$ cat src/rtl/mem_bus_arbiter.sv
// mem_bus_arbiter: shares one 16-bit memory/IO port between the prefetch
// (instr_m_*) and load/store (data_m_*) masters. Data has priority. A grant
// is held until the owner is acked or the owner aborts, and an IDLE
// turnaround cycle always separates two grants.
// Optional feature macro: MEM_ARB_STARVE_GUARD_EN. When it is defined,
// prefetch is granted after STARVE_LIMIT consecutive data grants that it
// spent waiting for.
module mem_bus_arbiter #(
  parameter int unsigned STARVE_LIMIT = 4
) (
  input  logic        clk,
  input  logic        reset_n,
  // prefetch master
  input  logic [19:1] instr_m_addr,
  input  logic        instr_m_access,
  output logic        instr_m_ack,
  output logic [15:0] instr_m_data_in,
  // load/store master
  input  logic [19:1] data_m_addr,
  input  logic [15:0] data_m_data_out,
  input  logic        data_m_access,
  input  logic        data_m_wr_en,
  input  logic [1:0]  data_m_bytesel,
  input  logic        d_io,
  output logic        data_m_ack,
  output logic [15:0] data_m_data_in,
  // shared memory port
  output logic [19:1] q_m_addr,
  output logic [15:0] q_m_data_out,
  output logic        q_m_access,
  output logic        q_m_wr_en,
  output logic [1:0]  q_m_bytesel,
  output logic        q_m_io,
  input  logic [15:0] q_m_data_in,
  input  logic        q_m_ack
);

  typedef enum logic [1:0] {
    IDLE        = 2'd0,
    GRANT_DATA  = 2'd1,
    GRANT_INSTR = 2'd2
  } state_t;

  state_t r_state;
  logic   w_pick_instr;

  // Reject a starvation limit that does not fit the 4-bit counter
  if (STARVE_LIMIT < 1 || STARVE_LIMIT > 15) begin : g_limit_check
    $error("mem_bus_arbiter: STARVE_LIMIT must be in 1..15");
  end

`ifdef MEM_ARB_STARVE_GUARD_EN
  localparam int unsigned     CNT_W = 4;
  localparam logic [CNT_W-1:0] LIMIT = CNT_W'(STARVE_LIMIT);

  logic [CNT_W-1:0] r_starve_cnt;

  // Prefetch wins a tie once data has used up its quota of grants
  assign w_pick_instr = instr_m_access &&
                        (!data_m_access || (r_starve_cnt == LIMIT));

  // Count data grants that prefetch had to wait behind; saturates at the limit
  always_ff @(posedge clk or negedge reset_n) begin
    if (!reset_n) begin
      r_starve_cnt <= '0;
    end else if (r_state == IDLE) begin
      if (!instr_m_access || w_pick_instr) begin
        r_starve_cnt <= '0;
      end else if (data_m_access && (r_starve_cnt != LIMIT)) begin
        r_starve_cnt <= r_starve_cnt + 1'b1;
      end
    end
  end
`else
  // Strict data priority: prefetch only wins when data is not asking
  assign w_pick_instr = instr_m_access && !data_m_access;
`endif

  // Grant state: arbitrate in IDLE, hold ownership until ack or abort
  always_ff @(posedge clk or negedge reset_n) begin
    if (!reset_n) begin
      r_state <= IDLE;
    end else begin
      case (r_state)
        IDLE: begin
          if (w_pick_instr) begin
            r_state <= GRANT_INSTR;
          end else if (data_m_access) begin
            r_state <= GRANT_DATA;
          end
        end
        GRANT_DATA: begin
          if (q_m_ack || !data_m_access) begin
            r_state <= IDLE;
          end
        end
        GRANT_INSTR: begin
          if (q_m_ack || !instr_m_access) begin
            r_state <= IDLE;
          end
        end
        default: r_state <= IDLE;
      endcase
    end
  end

  // Steer the owner's request onto the shared port and route the ack back
  always_comb begin
    q_m_addr     = '0;
    q_m_data_out = '0;
    q_m_access   = 1'b0;
    q_m_wr_en    = 1'b0;
    q_m_bytesel  = 2'b00;
    q_m_io       = 1'b0;
    instr_m_ack  = 1'b0;
    data_m_ack   = 1'b0;
    case (r_state)
      GRANT_DATA: begin
        q_m_addr     = data_m_addr;
        q_m_data_out = data_m_data_out;
        q_m_access   = data_m_access;
        q_m_wr_en    = data_m_wr_en;
        q_m_bytesel  = data_m_bytesel;
        q_m_io       = d_io;
        data_m_ack   = q_m_ack;
      end
      GRANT_INSTR: begin
        q_m_addr     = instr_m_addr;
        q_m_access   = instr_m_access;
        q_m_bytesel  = 2'b11;
        instr_m_ack  = q_m_ack;
      end
      default: ;
    endcase
  end

  // Read data goes to both masters; only the ack qualifies it
  assign instr_m_data_in = q_m_data_in;
  assign data_m_data_in  = q_m_data_in;

endmodule

$ cat config.mk
export PLATFORM = sky130hd
export DESIGN_NAME = mem_bus_arbiter
export DESIGN_NICKNAME = d
export VERILOG_FILES = /design/src/rtl/mem_bus_arbiter.sv
export SDC_FILE = /design/constraint.sdc
export NUM_CORES = 1
export LEC_CHECK = 0
export BUFFER_PORTS_ARGS = -buffer_cell sky130_fd_sc_hd__buf_2
export CAP_MARGIN = 20
export CELL_PAD_IN_SITES_DETAIL_PLACEMENT = 0
export CELL_PAD_IN_SITES_GLOBAL_PLACEMENT = 2
export CORE_MARGIN = 2
export CORE_UTILIZATION = 10
export DETAILED_ROUTE_END_ITERATION = 8
export PLACE_DENSITY_LB_ADDON = 0.12
export SYNTH_ARGS = -nofsm -noshare
export SYNTH_HDL_FRONTEND = slang
export SYNTH_SLANG_ARGS = --single-unit
$ cat constraint.sdc
create_clock -name clk -period 1.69 [get_ports clk]
set_input_delay 0.2535 -clock clk [delete_from_list [all_inputs] [get_ports clk]]
set_output_delay 0.2535 -clock clk [all_outputs]
set_load 0.005 [all_outputs]
## Yosys cells after proc, flatten, opt, wreduce, memory -nomap -nowiden

Index checks and enable logic that the tools add are counted.
Widths: inputs -> output; s select.

| operators by class | value |
|---|---|
| equality and inequality tests | 5 |
| muxes and demuxes | 13 |
| reduce and logical (&&, ||, !) cells | 7 |

Operators by type and width:

| kind | number |
|---|---|
| $pmux 19 s2 | 1 |
| $mux 16 | 1 |
| $mux 2 | 4 |
| $pmux 2 s3 | 1 |
| $mux 1 | 4 |
| $ne 2x2->1 const B | 2 |
| $pmux 2 s2 | 1 |
| $ne 3x3->1 const B | 1 |
| $reduce_and 3->1 | 1 |
| $eq 2x1->1 const B | 1 |
| $eq 2x2->1 const B | 1 |
| $logic_not 1->1 | 2 |
| $logic_not 2->1 | 1 |
| $logic_or 1x1->1 | 2 |
| $pmux 1 s2 | 1 |
| $logic_and 1x1->1 | 1 |

| word-level totals | value |
|---|---|
| flip-flop bits (word level) | 2 |
| bits of input ports | 79 |
| output and inout bits | 74 |
| logic and storage cells | 26 |

## Depth between registers and ports, before layout

Gate-level depths: netlist of run 1.

| logic depth | value |
|---|---|
| depth in word-level cells | 4 |
| mapped depth | 5 |

## Least setup slack after synthesis of run 1

Ideal clock, no wire load.

| timing path | value |
|---|---|
| path type | reg-to-output |
| start point | reg r_state[0] |
| end point | out q_m_addr[10] in the netlist's numbering |
| data arrival time | 1.081 ns |
| setup slack | 0.356 ns |
| cell stages (with the launch flop) | 6 |
| buffers on the path | 1 |
| path through | dfrtp_1 > inv_1 > ha_1 > buf_2 > a22oi_1 > nor2b_1 |

| on the way | value |
|---|---|
| longest elaborated chain between the ends | 2 |
| elaborated cells between the ends (all ways) | 3 |
| those cells by class | eq/ne: 2; mux: 1 |

RTL lines:

| item | line | source |
|---|---|---|
| start, declared | 44 | `state_t r_state;` |
| start signal, assigned | 82 | `r_state <= IDLE;` |
| start signal, assigned | 87 | `r_state <= GRANT_INSTR;` |
| start signal, assigned | 89 | `r_state <= GRANT_DATA;` |
| $eq 2x2->1 / $eq 2x1->1 (equally long branches) | 117 | `case (r_state)` |
| $pmux 19 s2 * | 117 |  |
| end, declared | 28 | `output logic [19:1] q_m_addr,` |

Mark *: on every way between the ends. The rest lies on a longest branch, timed or not.

## Worst setup path in the final report of run 1

| timing path | value |
|---|---|
| start point | reg r_state[0] |
| end point | out q_m_addr[8] in the netlist's numbering |

Same word-level chain as after synthesis.

==> metrics.md, run 1 <==
| Metric | Value |
|---|---|
| Ports | `approximately 150` |
| Area of the multi-input gates | `644.4 sq um` |
| Sink Count | `2` |
| Area grow syn2layout | `85.04%` |
| Final Net Count | `280` |
| Final HPWL DP | `2962 microns` |
| Max-slew violations | `0` |
| Die Y | `95.90 microns` |
| Top cell type by total area after synthesis | `buf_4` |
| Setup Crit Path Kind | `reg -> out` |
| Setup slack after layout | `8.398 ps` |
| Vias | `between 1000 and 1500` |
| Pre-antenna DRT Iters | `4` |
| Final Instance Area | `1563 sq um` |
| #FFs+latches synth | `2` |
| Worst slew pin tran | `238.1 ps` |
| Post-synthesis sequential area ratio | `0.05926` |
| Met3 Usage GRT | `0.007831` |
| Layout cells sized above 1 | `0.7296` |
| Tcrit/Tclk final | `0.9950` |
| Reg2reg start | `r_state[0]$_DFFE_PN0P_` |
| Reg with most FFs | `r_state` |
| Syn nets | `roughly 200` |
| CTS root buffer | `clkbuf_8` |
| Dpl cell area | `1295 sq um` |
| Critical path arrival | `~1400 ps` |
| Max cap viols | `0` |
| Post-synthesis average cell area | `7.097 sq um` |
| Fillers | `928` |
| Htree depth | `1` |
| HP Start | `data_m_access` |
| Post-placement setup slack | `around 110 ps` |
| VDD IR max | `approximately 0.0005 V` |
| CP required | `1440 ps` |
| Post-synth top cells | `32 x buf_4, 22 x nor2b_1, 20 x and2_1` |
| Worst-skew pair later-pin latency | `about 210 ps` |
| WL/cell | `12.75 microns` |
| Drt total wl | `3839 microns` |
| Prevailing post-synth register cell | `dfrtp_1` |
| Fmax | `594.7 MHz` |
| Yosys warnings | `0` |
| Mapped Cells | `approximately 120` |
| Initial Util | `0.1028` |
| Setup TNS | `0 ps` |
| Hold worst-path end | `r_state[0]$_DFFE_PN0P_` |
| Port bufs | `104` |
| Gr ovfl total | `0` |
| Power Density | `around 1400 nW/um^2` |
| Max FFs per register | `2` |
| DRC | `0` |
| Tot GR Track Use | `0.07043` |
| Unrepaired setup endpoints after global routing | `yes` |
| Largest net degree at the start of global routing | `26` |
| Clock buffer depth | `2` |
| Die Width | `95.90 microns` |
| Crit. End Element | `output pin` |
| Antenna violations before repair | `0` |
| Die ar. | `9197 sq um` |
| Synthesized area | `844.6 sq um` |
| Worst-path fanout max | `5` |
| Setup Skew | `0.01546 ps` |
| Leak Pwr | `0.7712 nW` |
| Post-route ant nets | `0` |
| Post-synth ARST share | `1.000` |
| Worst reg2reg endpoint | `r_state[1]$_DFFE_PN0P_` |
| Core Box Area | `just over 8000 sq um` |
| GR Layer Usage met2 | `0.1416` |
| Top Registers | `r_state x2` |
| DR iter-0 viols | `21` |
| Count of cell types in the netlist | `18` |
| Count of final hold-check violations | `0` |
| Grt met1 use | `0.07407` |
| Worst R2R Path Depth | `5` |
| CP Launch Type | `register` |
| CTS tree | `done` |
| First-pass GRT wire length | `5002 microns` |
| Via/cell ratio | `3.628` |
| Clock transition at path regs | `30 ps` |
| Number of inserted diodes | `0` |
| Shortest period the worst path allows | `1682 ps` |
| TritonCTS Buffers | `3` |
| Reg-to-reg slack, setup | `380 ps` |
| Synth area leaders | `buf_4 28%, a22oi_1 17%, nor2b_1 16%` |
| Hold Crit Class | `in -> reg` |
| Status | `finished clean` |
| Count leader, synth | `buf_4` |
| GPL Wtd Cong | `0.7345` |
| Final setup viols | `0` |
| Vias in the first global route | `1025` |
| Storage cell area | `50.05 sq um` |
| Slew Limit Headroom | `0.8413` |
| Final total power | `2.229 mW` |
| Hold WS | `roughly 330 ps` |
| Number of cell rows | `33` |
| Hold Crit Depth | `3` |
| Top-area cell type share of the netlist area | `0.2844` |
| GRT busiest layer | `met2` |
| Post-synth EDFFs | `0` |
## stage by stage
stage	util	cells
3_5_place_dp	0.1576	293
6_report	0.1902	301
5_1_grt	0.1902	301
4_1_cts	0.1762	300
3_3_place_gp	0.1576	293
2_1_floorplan	-	119
## cells by family after synthesis
group / synth area share
AND/OR/NAND/NOR: 0.3200
flip-flops: 0.05926
buffers and inverters: 0.3407
AO/OA/AOI/OAI: 0.2356
adder cells (fa/ha/maj): 0.04445
## cell type report
class                           instances  share of cell area
Clock buffer                            3             0.02642
Inverter                                3            0.007206
Multi-Input combinational cell         74              0.4123
Sequential cell                         2             0.03203
Tap cell                              105             0.08407
Timing Repair Buffer                  114              0.4379
## worst max path at each step
| stage | start | end | slack (ps) |
|---|---|---|---|
| 2_1_floorplan | r_state[0]$_DFFE_PN0P_ | q_m_addr[10] | 360 |
| 3_3_place_gp | r_state[0]$_DFFE_PN0P_ | q_m_addr[13] | 170 |
| 3_5_place_dp | r_state[1]$_DFFE_PN0P_ | q_m_addr[1] | 110 |
| 4_1_cts | r_state[0]$_DFFE_PN0P_ | q_m_addr[18] | -3 |
| 5_1_grt | r_state[0]$_DFFE_PN0P_ | q_m_addr[15] | -70 |
| 6_report | r_state[0]$_DFFE_PN0P_ | q_m_addr[8] | 8 |
## per-layer routing
layer,routed length [microns],vias to the layer above
met5,0,-
met4,29,0
met3,290,9
met2,2175,58
met1,1344,501
li1,-,524
## placed cells by master (no fill, tap or decap)
master / instances
nor2b_1: 20
clkbuf_8: 3
buf_16: 1
buf_2: 104
o21ai_0: 1
a21oi_1: 2
inv_2: 2
ha_4: 3
o22ai_1: 2
nand2_1: 1
dlygate4sd3_1: 1
buf_12: 3
inv_1: 1
and2_1: 20
buf_4: 2
clkbuf_16: 1
nor2b_2: 2
buf_8: 1
a21boi_1: 1
buf_6: 1
dfrtp_1: 2
o2bb2ai_1: 1
a22oi_2: 20
nor2_1: 1
## critical path, cell delays in order (launching register included)
cell       delay [ps]
dfrtp_1           380
inv_2              80
ha_4              340
clkbuf_16         150
nor2b_1           120
buf_2             130
## timing repair
item / 4_1_cts / 5_1_grt
pin swaps: 1 / 0
setup buffers: 2 / 0
hold endpoints to repair: 2 / 0
hold buffers: 1 / 0
resized for setup: 14 / 19
cloned: 1 / 1
endpoints found under the setup margin: 22 / 22
## power by group
part	switching, mW	total, mW	leakage [nW]	internal, mW
logic	0.851	1.95	0.724	1.10
clock network	0.0376	0.188	0.0216	0.151
registers	0.0183	0.0862	0.0257	0.0680
(Power assumes the default switching activity.)
==> run 2, diff against run 1 <==
--- a/config.mk
+++ b/config.mk
@@ -12,6 +12,7 @@
 export CORE_MARGIN = 2
 export CORE_UTILIZATION = 10
 export DETAILED_ROUTE_END_ITERATION = 8
+export MAX_ROUTING_LAYER = met4
 export PLACE_DENSITY_LB_ADDON = 0.12
 export SYNTH_ARGS = -nofsm -noshare
 export SYNTH_HDL_FRONTEND = slang
==> metrics.md, run 2 (synthesis results as in run 1) <==
| Metric | Value |
|---|---|
| Die ar. | `9197 sq um (unchanged)` |
| Leak Pwr | `0.8589 nW (was 0.7712 nW)` |
| Post-route ant nets | `0 (unchanged)` |
| Failing checks | `negative setup slack` |
| Final Net Count | `286 (was 280)` |
| Via/cell ratio | `3.668 (was 3.628)` |
| CP max stage cell | `dfrtp_1 (unchanged)` |
| Slew Limit Headroom | `0.8587 (was 0.8413)` |
| Most frequent CP cell | `buf_6` |
| Setup TNS | `-227.6 ps (was 0 ps)` |
| Crit-path max cell delay | `400 ps (was 380 ps)` |
| Area grow syn2layout | `111.3% (was 85.04%)` |
| Pre-antenna DRT Iters | `3 (was 4)` |
| Ports | `153 (unchanged)` |
| Finished Core Util | `0.2171 (was 0.1902)` |
| Htree depth | `1 (unchanged)` |
| Status | `finished with violations (was finished clean)` |
| Tot GR Track Use | `0.07258 (was 0.07043)` |
| Post-placement setup slack | `115.0 ps (unchanged)` |
| DRC | `0 (unchanged)` |
| Number of inserted diodes | `0 (unchanged)` |
| Met1 wire length | `1466 microns (was 1344 microns)` |
| Non-filler cells in the finished layout | `307 (was 301)` |
| DR top layer | `met4 (unchanged)` |
| Number of cell rows | `33 (unchanged)` |
| Clock transition at path regs | `30 ps (about the same)` |
| Antenna violations before repair | `0 (unchanged)` |
| Final setup viols | `17 (was 0)` |
| Met3 routed WL | `269 microns (was 290 microns)` |
| Power Density | `1480 nW/um^2 (was 1426 nW/um^2)` |
| Port bufs | `104 (unchanged)` |
| CTS root buffer | `clkbuf_8 (unchanged)` |
| Unrepaired setup endpoints after global routing | `yes (unchanged)` |
| Hold WS | `337.5 ps (was 334.9 ps)` |
| Clock buffer depth | `2 (unchanged)` |
| CP required | `1440 ps (about the same)` |
| CP Launch Type | `register (unchanged)` |
| Worst-skew pair later-pin latency | `210 ps (about the same)` |
| Critical path arrival | `1460 ps (was 1430 ps)` |
| Final HPWL DP | `2962 microns (unchanged)` |
| Sink Count | `2 (unchanged)` |
| Max cap viols | `0 (unchanged)` |
| Hold Crit Class | `in -> reg (unchanged)` |
| Count of final hold-check violations | `0 (unchanged)` |
| Top Registers | `r_state x2 (unchanged)` |
| Worst slew pin tran | `212.0 ps (was 238.1 ps)` |
| Vias | `1126 (was 1092)` |
| CTS tree | `done (unchanged)` |
| DP Cell Count | `293 (unchanged)` |
| First-pass GRT wire length | `5002 microns (unchanged)` |
| Reg with most FFs | `r_state (unchanged)` |
| Die Y | `95.90 microns (unchanged)` |
| DR iter-0 viols | `22 (was 21)` |
| Bufs and invs on worst path | `4 (was 3)` |
| WL/cell | `13.76 microns (was 12.75 microns)` |
| Commonest non-fill, non-tap cell in the layout | `buf_2 (unchanged)` |
| Most frequent cells in the layout | `91 x buf_2, 20 x nor2b_1, 18 x a22oi_2 (was 104 x buf_2, 20 x a22oi_2, 20 x nor2b_1, 20 x and2_1)` |
| Hold Crit Depth | `3 (unchanged)` |
| Initial Util | `0.1028 (unchanged)` |
| Worst R2R Path Depth | `6 (was 5)` |
| Gr ovfl total | `0 (unchanged)` |
| Crit path cell chain | `buf_6 -> ha_4 -> buf_12 -> clkbuf_16 -> and2_4 -> buf_6 (was inv_2 -> ha_4 -> clkbuf_16 -> nor2b_1 -> buf_2)` |
| Crit. End Element | `output pin (unchanged)` |
| Core Box Area | `8217 sq um (unchanged)` |
| Largest net degree at the start of global routing | `26 (unchanged)` |
| Fmax | `583.9 MHz (was 594.7 MHz)` |
| GPL Wtd Cong | `0.7436 (was 0.7345)` |
| Setup Skew | `0.01546 ps (unchanged)` |
| Worst-path fanout max | `6 (was 5)` |
| Layout cells sized above 1 | `0.8020 (was 0.7296)` |
| Drt total wl | `4225 microns (was 3839 microns)` |
| Max FFs per register | `2 (unchanged)` |
| Dpl cell area | `1295 sq um (unchanged)` |
| Tcrit/Tclk final | `1.013 (was 0.9950)` |
| Setup slack after layout | `-22.71 ps (was 8.398 ps)` |
| Setup Crit Path Kind | `reg -> out (unchanged)` |
| Die Width | `95.90 microns (unchanged)` |
| VDD IR max | `0.0005196 V (was 0.0005081 V)` |
| Final Instance Area | `1784 sq um (was 1563 sq um)` |
| Routed wl met2 | `2459 microns (was 2175 microns)` |
| TritonCTS Buffers | `3 (unchanged)` |
| Max-slew violations | `0 (unchanged)` |
| Shortest period the worst path allows | `1713 ps (was 1682 ps)` |
| Critical Path Stages | `6 (was 5)` |
| Final total power | `2.641 mW (was 2.229 mW)` |
| Vias in the first global route | `1027 (was 1025)` |
| CP delay by family, top | `buffers and inverters (was flip-flops)` |
| Fillers | `919 (was 928)` |
## run 2: worst paths after layout
check	from	slack (ps)	endpoint
max	r_state[0]$_DFFE_PN0P_	-20	q_m_data_out[8]
min	data_m_access	340	r_state[0]$_DFFE_PN0P_
max reg2reg	r_state[0]$_DFFE_PN0P_	240	r_state[1]$_DFFE_PN0P_
min reg2reg	r_state[1]$_DFFE_PN0P_	640	r_state[1]$_DFFE_PN0P_
max in group asynchronous	reset_n	1240	r_state[0]$_DFFE_PN0P_
min in group asynchronous	reset_n	350	r_state[1]$_DFFE_PN0P_
## run 2: what timing repair did
| item | 4_1_cts | 5_1_grt |
|---|---|---|
| cloned | 1 | 4 |
| gates resized for setup | 14 | 46 |
| pin swaps | 1 | 12 |
| hold endpoints to repair | 2 | 0 |
| hold buffers | 1 | 0 |
| endpoints found under the setup margin | 22 | 22 |
| setup buffers | 2 | 3 |
## run 2: per-layer routing
| layer | GRT usage | vias to the layer above |
|---|---|---|
| li1 | - | 534 |
| met3 | 0.006265 | 9 |
| met1 | 0.07595 | 527 |
| met4 | 0.02500 | 0 |
| met2 | 0.1410 | 56 |
| met5 | - | - |
## run 2: tightest hold or removal path, cell delays in order
cell	delay (ps)
buf_2	120
nand2_1	50
o2bb2ai_1	70
## run 2: layout make-up
cell class | instances | area, sq um | area share
Tap cell | 105 | 131.4 | 0.07363
Clock buffer | 3 | 41.29 | 0.02314
Multi-Input combinational cell | 74 | 671.9 | 0.3766
Inverter | 3 | 11.26 | 0.006311
Sequential cell | 2 | 50.05 | 0.02805
Timing Repair Buffer | 120 | 878.3 | 0.4923
## run 2: where the power goes
group,total [mW],switching [mW],internal (mW)
sequential,0.0862,0.0183,0.0680
clock,0.188,0.0376,0.151
combinational,2.37,0.936,1.43
total,2.64,0.992,1.65
